## config.mk

```make
export PLATFORM = sky130hd
export DESIGN_NAME = gen_pair_consumer
export DESIGN_NICKNAME = d
export VERILOG_FILES = /design/src/rtl/gen_pair_consumer.sv
export SDC_FILE = /design/constraint.sdc
export NUM_CORES = 2
export LEC_CHECK = 0
export CORE_MARGIN = 3
export CORE_UTILIZATION = 55
export CTS_BUF_LIST = sky130_fd_sc_hd__clkbuf_8
export CTS_CLUSTER_SIZE = 20
export DETAILED_ROUTE_END_ITERATION = 10
export HOLD_SLACK_MARGIN = 0.1
export PLACE_DENSITY_LB_ADDON = 0.3
export SETUP_SLACK_MARGIN = 0.1
export SLEW_MARGIN = 25
export SYNTH_ARGS = -nofsm -noshare
export SYNTH_HDL_FRONTEND = slang
export SYNTH_SLANG_ARGS = --single-unit
export TNS_END_PERCENT = 10
```

## constraint.sdc

```tcl
create_clock -name _clock -period 15.4 [get_ports _clock]
set_input_delay 3.08 -clock _clock [delete_from_list [all_inputs] [get_ports _clock]]
set_output_delay 3.08 -clock _clock [all_outputs]
set_load 0.02 [all_outputs]
```

## src/rtl/gen_pair_consumer.sv

```systemverilog
// gen_pair_consumer: launches an upstream two-output generator, absorbs
// its (_out0, _out1) tuples and reduces them to a signed dot product.
//
// Ports:
//   _clock, _reset_n        clock, synchronous active-low reset
//   _start                  host run request (sampled in IDLE only)
//   _gen_start              one-cycle launch pulse to the generator
//   _in0/_in1/_in_valid     yielded tuple and its valid
//   _in_ready               tuple can be accepted (COLLECT only)
//   _in_done                generator done level
//   _sum/_count             dot product and accepted-tuple count
//   _overflow/_truncated    sticky accumulate overflow, MAX_COUNT stop
//   _out_valid/_out_ready   result handshake
//   _busy                   any state other than IDLE
module gen_pair_consumer #(
   parameter int ACC_WIDTH = 64,
   parameter int CNT_WIDTH = 16,
   parameter int MAX_COUNT = 65535
) (
   input  logic                        _clock,
   input  logic                        _reset_n,
   input  logic                        _start,
   output logic                        _gen_start,
   input  logic signed [31:0]          _in0,
   input  logic signed [31:0]          _in1,
   input  logic                        _in_valid,
   output logic                        _in_ready,
   input  logic                        _in_done,
   output logic signed [ACC_WIDTH-1:0] _sum,
   output logic [CNT_WIDTH-1:0]        _count,
   output logic                        _overflow,
   output logic                        _truncated,
   output logic                        _out_valid,
   input  logic                        _out_ready,
   output logic                        _busy
);

   typedef enum logic [1:0] {
      IDLE    = 2'd0,
      LAUNCH  = 2'd1,
      COLLECT = 2'd2,
      REPORT  = 2'd3
   } state_t;

   localparam logic [CNT_WIDTH-1:0] MAX_C = CNT_WIDTH'(MAX_COUNT);

   state_t state_q;
   state_t state_nxt;

   logic signed [ACC_WIDTH-1:0] sum_nxt;
   logic [CNT_WIDTH-1:0]        count_nxt;
   logic                        ovf_nxt;
   logic                        trunc_nxt;

   logic signed [63:0]          prod;
   logic signed [ACC_WIDTH-1:0] prod_ext;
   logic signed [ACC_WIDTH-1:0] acc_add;
   logic                        add_ovf;
   logic                        xfer;

   // Full-width product, sign-extended by the signed size cast.
   assign prod     = 64'($signed(_in0) * $signed(_in1));
   assign prod_ext = ACC_WIDTH'(prod);
   assign acc_add  = _sum + prod_ext;

   // Overflow: both addends share a sign that the result does not.
   assign add_ovf = (_sum[ACC_WIDTH-1] == prod_ext[ACC_WIDTH-1])
                 && (acc_add[ACC_WIDTH-1] != _sum[ACC_WIDTH-1]);

   // _in_ready is only ever high in COLLECT.
   assign xfer = _in_valid & _in_ready;

   always_comb begin
      state_nxt = state_q;
      sum_nxt   = _sum;
      count_nxt = _count;
      ovf_nxt   = _overflow;
      trunc_nxt = _truncated;
      case (state_q)
         IDLE: begin
            if (_start) begin
               state_nxt = LAUNCH;
               sum_nxt   = '0;
               count_nxt = '0;
               ovf_nxt   = 1'b0;
               trunc_nxt = 1'b0;
            end
         end
         LAUNCH: begin
            // _in_done may still be stale from the previous run here.
            state_nxt = COLLECT;
         end
         COLLECT: begin
            if (xfer) begin
               sum_nxt   = acc_add;
               count_nxt = _count + 1'b1;
               if (add_ovf) ovf_nxt = 1'b1;
            end
            if (_in_done) begin
               state_nxt = REPORT;
            end else if (count_nxt == MAX_C) begin
               state_nxt = REPORT;
               trunc_nxt = 1'b1;
            end
         end
         REPORT: begin
            if (_out_valid && _out_ready) state_nxt = IDLE;
         end
         default: state_nxt = IDLE;
      endcase
   end

   // Outputs are registered from the next-state values so they line
   // up with the state they describe.
   always_ff @(posedge _clock) begin
      if (!_reset_n) begin
         state_q    <= IDLE;
         _sum       <= '0;
         _count     <= '0;
         _overflow  <= 1'b0;
         _truncated <= 1'b0;
         _gen_start <= 1'b0;
         _in_ready  <= 1'b0;
         _out_valid <= 1'b0;
         _busy      <= 1'b0;
      end else begin
         state_q    <= state_nxt;
         _sum       <= sum_nxt;
         _count     <= count_nxt;
         _overflow  <= ovf_nxt;
         _truncated <= trunc_nxt;
         _gen_start <= (state_nxt == LAUNCH);
         _in_ready  <= (state_nxt == COLLECT) && (count_nxt < MAX_C);
         _out_valid <= (state_nxt == REPORT);
         _busy      <= (state_nxt != IDLE);
      end
   end

endmodule

```

After elaboration in Yosys (flattened, before gate mapping)
Cells that the tools add are included.

Memories: 0. Input port bits: 70. RAM bits: 0. Output and inout port bits: 86. Bits in latches: 0. Word-level logic and storage cells: 56. Bits in registers: 88. Bits in read-only memories: 0.

Bitwise gates (word level): 1. $lt $le $gt $ge: 1. Shifts and indexed selects: 0. Multiply operators: 1. Div/mod/pow operators: 0. Reductions and logical operators: 9. Add/sub/neg operators: 2. Multiplexer cells: 19. Eq/ne operators: 14.

Operators by type and width (number): $mux W64 (2); $pmux W64 S2 (1); $add A64 B64 Y64 (1); $mul A32 B32 Y64 (1); $mux W16 (3); $pmux W16 S2 (1); $add A16 B1 Y16 const B (1); $eq A16 B16 Y1 const B (1); $lt A16 B16 Y1 const B (1); $ne A2 B2 Y1 const B (5); $eq A2 B2 Y1 const B (4); $mux W2 (4); $pmux W2 S4 (1); $reduce_and A4 Y1 (2); $mux W1 (5); $eq A2 B1 Y1 const B (2); $pmux W1 S2 (2); $reduce_bool A2 Y1 (2); $logic_and A1 B1 Y1 (3); $reduce_and A3 Y1 (1); $logic_not A2 Y1 (1); $and A1 B1 Y1 (1); $eq A1 B1 Y1 (1); $ne A1 B1 Y1 (1).

Depth between registers and ports, before layout
Word-level depth: 9. Gate-level depth with buffers: 41. Depth with buffers taken out: 39.

Worst setup path before layout
No wires, ideal clock.

Path kind: in2reg. Start point: input _in0[31]. End point: register _sum[61]. Stages: 38. Slack: 2.986 ns. Buffers on the path: 2. Arrival: 12.287 ns. Library setup time: 0.127 ns. Data required time: 15.273 ns. Cell sequence: clkbuf_1 -> nand2_1 -> inv_1 -> fa_1 -> fa_1 -> fa_1 -> fa_1 -> inv_1 -> fa_1 -> inv_1 -> fa_1 -> inv_1 -> fa_1 -> inv_1 -> fa_1 -> ha_1 -> a21o_1 -> a21o_1 -> [2 not listed] -> a311oi_2 -> nor2_1 -> a21o_1 -> a21oi_1 -> xnor2_1 -> ha_1 -> buf_2 -> a21oi_1 -> o21bai_1 -> a21o_1 -> a21oi_1 -> nor2b_1 -> o21ai_0 -> a21oi_1 -> nor3_1 -> o31ai_2 -> xnor2_1 -> o21ai_1.

Cells in the longest elaborated chain, start to end: 4.

RTL lines: from (decl) (RTL line 24) `input logic signed [31:0] _in0,`; $mul A32 B32 Y64 (RTL line 62) `assign prod = 64'($signed(_in0) * $signed(_in1));`; $add A64 B64 Y64 (RTL line 64) `assign acc_add = _sum + prod_ext;`; $mux W64 (RTL line 94) `if (xfer) begin`; $pmux W64 S2 (RTL line 79) `case (state_q)`; to (signal assigned) (RTL line 128) `_sum <= sum_nxt;`; to (decl) (RTL line 29) `output logic signed [ACC_WIDTH-1:0] _sum,`.

No other way between the ends. The select of a mux whose other input is x is not followed. A chain may end at the register's enable or synchronous reset.

Worst setup path after layout
Start point: input _in1[2]. End point: register _sum[62].

Cells in the longest elaborated chain, start to end: 4.

RTL lines: from (decl) (RTL line 25) `input logic signed [31:0] _in1,`; $mul A32 B32 Y64 (RTL line 62); $add A64 B64 Y64 (RTL line 64); $mux W64 (RTL line 94); $pmux W64 S2 (RTL line 79).

No other way between the ends. The select of a mux whose other input is x is not followed.

==> flow_metrics.py <==
metrics = {
    "clock_network": {
        "h-tree-depth": 3,
        "cts_root_buf": "clkbuf_8",
        "clock_sinks": 88,
        "path_clk_slew_ns": 0.09,
        "cts.repair.resized": 0,
        "postCtsSetupBuffers": 0,
        "cts_max_path_buffers": 2,
        "hold_buffers": 0,
        "numCtsBuffers": 9,
        "clkLatencyLatePin_ns": 0.40,
        "cts_tree": "done",
    },
    "worst_setup_path": {
        "setup.worst_path.class": "input port to flop",
        "crit_required_ns": 15.68,
        "r2r_end": "_sum[62]",
        "crit_slowest_cell": "clkdlybuf4s50_1",
        "crit_fanout": 22,
        "worstSetupStartpointType": "input port",
        "worst-path-buf-inv": 8,
        "cpPeakStageDelay_ns": 1.14,
        "crit_cells": 40,
        "cpLargestDelayFamily": "compound AO/OA/AOI/OAI gates",
        "reg2reg_from": "_sum[0]",
        "regToRegSetupSlack_ns": 11.51,
        "crit_arrival_ns": 13.95,
        "worstSetupEndpointType": "flop",
        "rr_worst_depth": 14,
    },
    "timing": {
        "report.final.slew_viol_count": 0,
        "slew_headroom": 0.2523,
        "tns_ns": 0,
        "fin_crit_ns": 13.66,
        "fin_crit_sh": 0.8873,
        "fmax_mhz": 73.19,
        "worstMarginPinSlew_ns": 1.118,
        "setup_violations": 0,
        "fin_worst_skew_ns": 0.01300,
        "final_hold_viol_count": 0,
        "rsz0062_at_grt": "false",
    },
    "logic_synthesis": {
        "synth_top_family_by_area": "adder cells",
        "ys_types": 80,
        "synthFlopType": "dfxtp_1",
        "muxShareOfSynthArea": 0.0007320,
        "synth-xor-area-share": 0.02685,
        "syn_avg_cell_area_um2": 9.017,
        "ys_seq_area_frac": 0.04123,
        "synth-adder-area-share": 0.5800,
        "synth_fp_nets": 6140,
        "async_reset_ff_frac": 0,
        "synth.area.top_cells": "fa_1 (51%), inv_1 (8.7%), ha_1 (7.3%)",
        "synthSimpleGateAreaFrac": 0.1650,
        "synth_top_area_share": 0.5074,
        "synth-compound-area-share": 0.07856,
        "syn_inst": 4739,
        "synth_top_area_cell": "fa_1",
        "synth_area_um2": 42730,
        "ys_ff_latch": 88,
        "yosys_warnings": 0,
        "synth_edf_count": 0,
    },
    "placed_design": {
        "dp_hpwl_um": 96190,
        "place.gp.congestion": 0.9304,
        "portBuffers": 155,
        "dp.cells": 5766,
    },
    "die": {
        "ios": 156,
        "die_w_um": 284.7,
        "rows": 101,
        "dieArea_um2": 81070,
        "fp.dieH_um": 284.7,
        "initial_core_util": 0.5589,
        "core_area_um2": 76450,
    },
    "global_routing": {
        "grt_pass1_vias": 35080,
        "grtUsageTotal": 0.2883,
        "gr-total-overflow": 0,
        "grt_max_degree": 44,
        "grt_pass1_wl_um": 185000,
        "antenna_found_initial": 4,
    },
    "routing": {
        "drc": 0,
        "drt-wirelength-per-cell_um": 19.59,
        "drt-initial-drc-count": 2011,
        "firstDrtPassIters": 5,
        "post_drt_via_cell_ratio": 5.582,
        "ant_nets": 0,
        "vias": 32300,
        "wl_um": 113400,
    },
    "outcome": {
        "outcome": "finished, final reports clean",
    },
    "finish": {
        "final.fill_count": 6683,
        "mostFrequentLayoutCell": "fa_1",
        "drive_gt1_frac": 0.02904,
        "layout_common_cells": "fa_1 (1083), inv_1 (984), nand2_1 (640)",
        "final_net_count": 6148,
        "utilization": 0.5946,
        "fin_cells": 5787,
        "syn_to_final_growth_pct": 6.398,
    },
    "job": {
        "drv_cap": 0,
    },
    "worst_hold_path": {
        "hold_class": "flop to flop",
        "holdPathEnd": "_truncated",
        "hold_start": "_truncated",
        "whs_path_depth": 2,
    },
}
## per-stage QoR
| stage | hold slack [ns] | worst slack, ns | area, µm² |
|---|---|---|---|
| final | 0.4762 | 1.736 | 45460 |
| after global routing | 0.5003 | 1.035 | 45450 |
| after CTS | 0.4784 | 1.801 | 45470 |
| after detailed placement | 0.4559 | 1.460 | 45270 |
| after global placement | 0.4548 | 1.573 | 45280 |
| after floorplan | 0.5365 | 2.986 | 42730 |
## worst reg2reg max path, cell delays in order (launching register included)
cell,delay [ns]
dfxtp_1,0.37
ha_1,0.21
inv_1,0.07
fa_1,0.40
nor2b_1,0.26
o31ai_1,0.18
a21oi_1,0.20
o2111ai_1,0.33
a31oi_4,0.44
a31oi_2,0.21
o31a_1,0.38
a2bb2oi_1,0.17
o31a_1,0.30
mux2i_1,0.16
o211ai_1,0.10
## worst max path at each step
| stage | slack (ns) | to | start |
|---|---|---|---|
| CTS | 1.80 | _sum[62] | _in0[11] |
| detailed placement | 1.46 | _sum[62] | _in1[9] |
| finish | 1.74 | _sum[62] | _in1[2] |
| floorplan | 2.99 | _sum[61] | _in0[31] |
| global placement | 1.57 | _sum[61] | _in1[4] |
| global route | 1.04 | _sum[62] | _in1[2] |
## layer usage
metal | routed length [µm] | part of all wire | track usage | up-vias
li1 | - | - | - | 14210
met1 | 41840 | 0.37 | 0.3453 | 16600
met2 | 58580 | 0.52 | 0.5160 | 1136
met3 | 6033 | 0.053 | 0.03245 | 352
met4 | 6911 | 0.061 | 0.1431 | 2
met5 | 13 | 0.00011 | 0 | -
## registers in the layout, summed over array words and instances (netlist names)
| register | count |
|---|---|
| _truncated | 1 |
| _busy | 1 |
| _count | 16 |
| _out_valid | 1 |
| state_q | 2 |
| _sum | 64 |
| _overflow | 1 |
| _gen_start | 1 |
| _in_ready | 1 |
## area by class of cell
| type | count | area (µm²) | share of cell area |
|---|---|---|---|
| flip-flops and latches | 88 | 1762 | 0.03875 |
| diodes | 5 | 12.51 | 0.0002752 |
| repair buffers | 236 | 2115 | 0.04651 |
| well taps | 1030 | 1289 | 0.02835 |
| inverters | 985 | 3697 | 0.08132 |
| clock buffers | 9 | 123.9 | 0.002725 |
| multi-input cells | 3427 | 36390 | 0.8004 |
| clock inverters | 7 | 77.57 | 0.001706 |
## logic make-up (layout without fill, tap and decap cells)
group / count (synthesis) / after routing
buffers and inverters: 1224 / 1237
other: 0 / 5
AND/OR/NAND/NOR: 1448 / 1448
multiplexers: 3 / 3
flip-flops: 88 / 88
XOR/XNOR: 131 / 131
AO/OA/AOI/OAI: 514 / 514
adder cells (fa/ha/maj): 1331 / 1331
## cell usage after synthesis (15+ instances only)
cell and number:
o21bai_1 30, xnor2_1 87, and2_1 488, ha_1 248, dfxtp_1 88, clkbuf_1 233
nand4_1 15, a22oi_1 33, xor2_1 44, fa_1 1083, o21ai_0 84, nand2_1 640
a31oi_1 20, o21ai_1 18, nand2b_1 26, nor2_1 146, nor3_1 21, a21o_1 62
inv_1 985, a21oi_1 149, nand3_1 41, o21a_1 15, and3_1 20
Power is left out: the tool's default activity adds up to more than one toggle a clock period on the data nets, which glitch-free logic cannot reach.
